## config.mk

```make
export PLATFORM = sky130hd
export DESIGN_NAME = countdown_screen
export DESIGN_NICKNAME = d
export VERILOG_FILES = /design/src/rtl/countdown_screen.sv
export SDC_FILE = /design/constraint.sdc
export NUM_CORES = 1
export LEC_CHECK = 0
export ABC_AREA = 1
export CORE_MARGIN = 4
export CORE_UTILIZATION = 42
export DETAILED_ROUTE_END_ITERATION = 8
export GPL_ROUTABILITY_DRIVEN = 1
export GPL_TIMING_DRIVEN = 0
export PLACE_DENSITY_LB_ADDON = 0.12
export SETUP_SLACK_MARGIN = 0.5
export SLEW_MARGIN = 15
export SYNTH_ARGS = -nofsm -noshare
export SYNTH_HDL_FRONTEND = slang
export SYNTH_SLANG_ARGS = --single-unit
```

## constraint.sdc

```tcl
create_clock -name pclk -period 2.2 [get_ports pclk]
set_clock_uncertainty 0.15 [all_clocks]
set_input_delay 0.44 -clock pclk [delete_from_list [all_inputs] [get_ports pclk]]
set_output_delay 0.44 -clock pclk [all_outputs]
set_load 0.03 [all_outputs]
```

## src/rtl/countdown_screen.sv

```systemverilog
// countdown_screen: VGA pipeline stage that draws a frame-timed seven-segment countdown digit.
module countdown_screen #(
    parameter int          DIGIT_X          = 300,
    parameter int          DIGIT_Y          = 150,
    parameter int          CELL             = 50,
    parameter logic [11:0] FG_COLOR         = 12'h22F,
    parameter logic [11:0] BG_COLOR         = 12'h888,
    parameter int          FRAMES_PER_DIGIT = 60,
    parameter int          START_DIGIT      = 3
) (
    input  logic        pclk,
    input  logic        reset,
    input  logic [10:0] hcount_in,
    input  logic        hsync_in,
    input  logic        hblnk_in,
    input  logic [10:0] vcount_in,
    input  logic        vsync_in,
    input  logic        vblnk_in,
    input  logic [11:0] rgb_in,
    input  logic        start,
    output logic [10:0] hcount_out,
    output logic        hsync_out,
    output logic        hblnk_out,
    output logic [10:0] vcount_out,
    output logic        vsync_out,
    output logic        vblnk_out,
    output logic [11:0] rgb_out,
    output logic [3:0]  digit_out,
    output logic        busy,
    output logic        done
);
    typedef enum logic [1:0] {IDLE, COUNT, DONE} state_t;
    localparam logic [11:0] X0 = 12'(DIGIT_X);
    localparam logic [11:0] X1 = 12'(DIGIT_X + CELL);
    localparam logic [11:0] X2 = 12'(DIGIT_X + 2 * CELL);
    localparam logic [11:0] X3 = 12'(DIGIT_X + 3 * CELL);
    localparam logic [11:0] Y0 = 12'(DIGIT_Y);
    localparam logic [11:0] Y1 = 12'(DIGIT_Y + CELL);
    localparam logic [11:0] Y2 = 12'(DIGIT_Y + 2 * CELL);
    localparam logic [11:0] Y3 = 12'(DIGIT_Y + 3 * CELL);
    localparam logic [11:0] Y4 = 12'(DIGIT_Y + 4 * CELL);
    localparam logic [11:0] Y5 = 12'(DIGIT_Y + 5 * CELL);
    localparam logic [3:0]  FIRST = 4'(START_DIGIT);
    localparam logic [9:0]  LAST_FRAME = 10'(FRAMES_PER_DIGIT - 1);
    state_t      state;
    logic [9:0]  frame_cnt;
    logic        vblnk_prev;
    logic        frame_tick;
    logic [11:0] hx, vy;
    logic        in_grid;
    logic [1:0]  col;
    logic [2:0]  row;
    logic [6:0]  seg;
    logic        lit;
    logic [11:0] rgb_next;
    // seg bit order is {a,b,c,d,e,f,g}
    always_comb begin
        seg = 7'b0000000;
        case (digit_out)
            4'd1: seg = 7'b0110000;
            4'd2: seg = 7'b1101101;
            4'd3: seg = 7'b1111001;
            4'd4: seg = 7'b0110011;
            4'd5: seg = 7'b1011011;
            4'd6: seg = 7'b1011111;
            4'd7: seg = 7'b1110000;
            4'd8: seg = 7'b1111111;
            4'd9: seg = 7'b1111011;
            default: seg = 7'b0000000;
        endcase
    end
    always_comb begin
        hx = {1'b0, hcount_in};
        vy = {1'b0, vcount_in};
        in_grid = hx >= X0 && hx < X3 && vy >= Y0 && vy < Y5;
        col = hx < X1 ? 2'd0 : hx < X2 ? 2'd1 : 2'd2;
        row = vy < Y1 ? 3'd0 : vy < Y2 ? 3'd1 : vy < Y3 ? 3'd2 : vy < Y4 ? 3'd3 : 3'd4;
        lit = in_grid && ((seg[6] && row == 3'd0) ||
                          (seg[5] && col == 2'd2 && row <= 3'd2) ||
                          (seg[4] && col == 2'd2 && row >= 3'd2) ||
                          (seg[3] && row == 3'd4) ||
                          (seg[2] && col == 2'd0 && row >= 3'd2) ||
                          (seg[1] && col == 2'd0 && row <= 3'd2) ||
                          (seg[0] && row == 3'd2));
        rgb_next = (hblnk_in || vblnk_in) ? 12'h000 : state == DONE ? rgb_in : lit ? FG_COLOR : BG_COLOR;
        frame_tick = vblnk_in && !vblnk_prev;
    end
    always_ff @(posedge pclk) begin
        if (reset) begin
            hcount_out <= '0;
            hsync_out  <= 1'b0;
            hblnk_out  <= 1'b0;
            vcount_out <= '0;
            vsync_out  <= 1'b0;
            vblnk_out  <= 1'b0;
            rgb_out    <= '0;
            digit_out  <= FIRST;
            busy       <= 1'b0;
            done       <= 1'b0;
            state      <= IDLE;
            frame_cnt  <= '0;
            vblnk_prev <= 1'b0;
        end else begin
            hcount_out <= hcount_in;
            hsync_out  <= hsync_in;
            hblnk_out  <= hblnk_in;
            vcount_out <= vcount_in;
            vsync_out  <= vsync_in;
            vblnk_out  <= vblnk_in;
            rgb_out    <= rgb_next;
            vblnk_prev <= vblnk_in;
            done       <= 1'b0;
            case (state)
                COUNT: begin
                    if (frame_tick) begin
                        if (frame_cnt == LAST_FRAME) begin
                            frame_cnt <= '0;
                            if (digit_out > 4'd1) begin
                                digit_out <= digit_out - 4'd1;
                            end else begin
                                state <= DONE;
                                busy  <= 1'b0;
                                done  <= 1'b1;
                            end
                        end else begin
                            frame_cnt <= frame_cnt + 10'd1;
                        end
                    end
                end
                default: begin
                    // a start coinciding with a frame tick wins and that tick is not counted
                    if (start) begin
                        state     <= COUNT;
                        frame_cnt <= '0;
                        digit_out <= FIRST;
                        busy      <= 1'b1;
                    end
                end
            endcase
        end
    end
endmodule

```

==> impl_metrics.env, run 1 <==
export IMPL_status="finished clean"
export IMPL_io_buffers=83
export IMPL_yosysWarnings=0
export IMPL_cpPeakStageDelay_ns=0.37
export IMPL_clockBufferDepth=2
export IMPL_crit_path_end_kind="flip-flop"
export IMPL_yosysTopAreaCellShare_pct=46.51
export IMPL_fp_row_count=28
export IMPL_fmax_mhz=482.5
export IMPL_clkLatencyLatePin_ns=0.33
export IMPL_core_area_mm2=0.006026
export IMPL_grt_max_degree=13
export IMPL_cts_buffers=9
export IMPL_synth_net_count=404
export IMPL_hold_violations=0
export IMPL_crit_family="simple AND/OR/NAND/NOR gates"
export IMPL_slew_violations=0
export IMPL_overflow=0
export IMPL_initial_core_util_pct=44.29
export IMPL_min_path_type="input port to flip-flop"
export IMPL_power_density_mw_per_mm2=729.0
export IMPL_pre_cts_slack_ns=-0.4544
export IMPL_crit_required_ns=2.28
export IMPL_drc=0
export IMPL_cts_root_buf="clkbuf_8"
export IMPL_min_period_ns=2.073
export IMPL_vias_per_cell=4.644
export IMPL_place_congestion=0.8446
export IMPL_grt_util_all_layers_pct=18.07
export IMPL_worst_slew_pin_slew_ns=0.5353
export IMPL_grt_pass1_wl_mm=10.89
export IMPL_firstDrtPassIters=4
export IMPL_drive_gt1_share_pct=24.84
export IMPL_ioPinCount=85
export IMPL_ant_nets=0
export IMPL_async_reset_ff_share_pct=0
export IMPL_first_global_vias=2483
export IMPL_grt_antenna_before_repair=0
export IMPL_synth_seq_cells=62
export IMPL_crit_fanout=4
export IMPL_rsz0062_at_grt="true"
export IMPL_cellLeakagePower_nw=2.012
export IMPL_die_w_um=87.72
export IMPL_setup_slack_ns=0.1273
export IMPL_maxCapViolations=0
export IMPL_synthCells=357
export IMPL_synth_edf_count=0
export IMPL_yosysMostFrequentCell="nor2_1"
export IMPL_ir_drop_mv=0.4813
export IMPL_vias=2554
export IMPL_setup_viol=0
export IMPL_critPathLaunchType="flip-flop"
export IMPL_path_cells="ha_4 > nand2_2 > nor2_1 > nand4_1 > nand2_2 > nand2_4 > nor2_4 > o21ai_2 > o21ai_2 > nor2_4 > inv_1 > ha_2 > inv_2 > nand2_2 > nand2_1 > nand2_1 > nand2_1"
export IMPL_drt_iter0_markers=85
export IMPL_nets=517
export IMPL_ys_flop_type="dfxtp_1"
export IMPL_synth_common_cells="71 x nor2_1, 68 x nand2_1, 62 x dfxtp_1"
export IMPL_avgSynthCellArea_um2=7.476
export IMPL_synth_cell_type_count=34
export IMPL_total_power_mw=2.964
export IMPL_htree_num_levels=3
export IMPL_cpMaxStageDelayCell="dfxtp_4"
export IMPL_path_buf_inv=2
export IMPL_critical_path_arrival_ns=2.15
export IMPL_area_growth_pct=52.37
export IMPL_crit_type="flip-flop to flip-flop"
export IMPL_synth_area_leader_cell="dfxtp_1"
export IMPL_synth_area_top_cells="dfxtp_1 47%, nor2_1 10%, nand2_1 9.6%"
export IMPL_wl_mm=6.885
export IMPL_fin_crit_sh_pct=94.21
export IMPL_wl_per_cell_um=12.52
export IMPL_syn_area_mm2=0.002669
export IMPL_dp_hpwl_mm=5.047
export IMPL_clock_sinks=62
export IMPL_clkTransAtPathRegs_ns=0.08
export IMPL_die_y_um=87.72
export IMPL_slew_headroom_pct=64.31
export IMPL_die_area_mm2=0.007694
export IMPL_cts_tree="yes"
export IMPL_yosysSeqAreaShare_pct=46.51
export IMPL_diodes=0
-- power breakdown --
| part | total [mW] | internal, mW | switching, mW | leakage, nW |
|---|---|---|---|---|
| clock network | 1.21 | 0.757 | 0.458 | 0.124 |
| registers | 1.21 | 1.18 | 0.0279 | 0.511 |
| logic | 0.542 | 0.219 | 0.323 | 1.38 |
-- state kept, by name, summed over array words and instances (netlist names) --
name and count:
hblnk_out 1, state 2, seg 7, digit_out 4
vblnk_prev 1, hcount_out 11, vcount_out 11, hsync_out 1
rgb_out 12, done 1, frame_cnt 10, vsync_out 1
-- timing repair --
action,in CTS,in global routing
setup endpoints to repair,64,26
gates cloned,1,0
pin swaps,35,14
buffers inserted,14,4
resized for setup,106,33
hold buffers,0,0
-- layer usage --
layer / part of all wire [%] / global-route usage (%)
met2: 47 / 29.86
met1: 47 / 22.50
met3: 5.9 / 4.421
met5: 0 / 0
met4: 0.71 / 7.392
-- area by class of cell --
| type | count | area, µm² |
|---|---|---|
| fill | 538 | 1959 |
| tap | 75 | 93.84 |
| buffer | 4 | 15.01 |
| timing repair buffer | 101 | 882.1 |
| multi-input combinational | 230 | 1333 |
| sequential | 62 | 1257 |
| inverter | 62 | 242.7 |
| clock buffer | 9 | 123.9 |
| clock inverter | 7 | 118.9 |
-- cell usage in the layout, fill, tap and decap left out, drive strengths merged --
cell,Yosys,final
a211oi,1,1
a21oi,11,11
a221oi,1,1
a31oi,1,1
buf,0,19
bufinv,0,3
clkbuf,4,19
clkdlybuf4s15,0,11
clkdlybuf4s50,0,18
clkinv,1,3
dfxtp,62,62
dlygate4sd2,0,47
ha,6,6
inv,61,63
nand2,78,78
nand3,23,24
nand3b,2,2
nand4,6,6
nor2,75,75
nor3,2,2
nor4,2,2
o21a,1,1
o21ai,12,12
o21bai,1,1
o41ai,1,1
or2,1,1
xnor2,3,3
xor2,2,2
-- logic make-up (layout without fill, tap and decap cells) --
family	count (synthesis)	after routing	synth area share, %
XOR/XNOR	5	5	1.641
AND/OR/NAND/NOR	189	190	33.10
AO/OA/AOI/OAI	29	29	6.470
buffers and inverters	66	183	9.470
flip-flops	62	62	46.51
adder cells (fa/ha/maj)	6	6	2.813
-- stage by stage --
stage	TNS (ns)	util (%)	hold slack, ns	instances	area (µm²)
final	0	67.48	0.1846	550	4066
after global routing	0	67.48	0.1721	550	4066
after CTS	0	66.78	0.3160	546	4024
after detailed placement	-3.434	61.13	0.3324	515	3684
after global placement	-3.259	61.13	0.3233	515	3684
after floorplan	0	-	0.3087	357	2759
-- path summary, 6_finish.rpt --
kind	startpoint	end	slack (ns)	depth (start not counted)
min reg2reg	frame_cnt[5]	frame_cnt[5]	0.33	2
max reg2reg	frame_cnt[1]	seg[0]	0.13	17
max	frame_cnt[1]	seg[0]	0.13	17
min	hcount_in[10]	hcount_out[10]	0.18	3
-- tightest hold or removal path, cell delays in order --
cell and delay (ns):
clkbuf_2 0.11, inv_1 0.05, nor2_1 0.03
(Power assumes the default switching activity.)
==> inputs of run 2 (changes only) <==
--- a/config.mk
+++ b/config.mk
@@ -8,6 +8,7 @@
 export ABC_AREA = 1
 export CORE_MARGIN = 4
 export CORE_UTILIZATION = 42
+export CTS_CLUSTER_DIAMETER = 80
 export DETAILED_ROUTE_END_ITERATION = 8
 export GPL_ROUTABILITY_DRIVEN = 1
 export GPL_TIMING_DRIVEN = 0
==> results of run 2 <==
No change in the layout: final DEF, timing and power equal those of run 1.
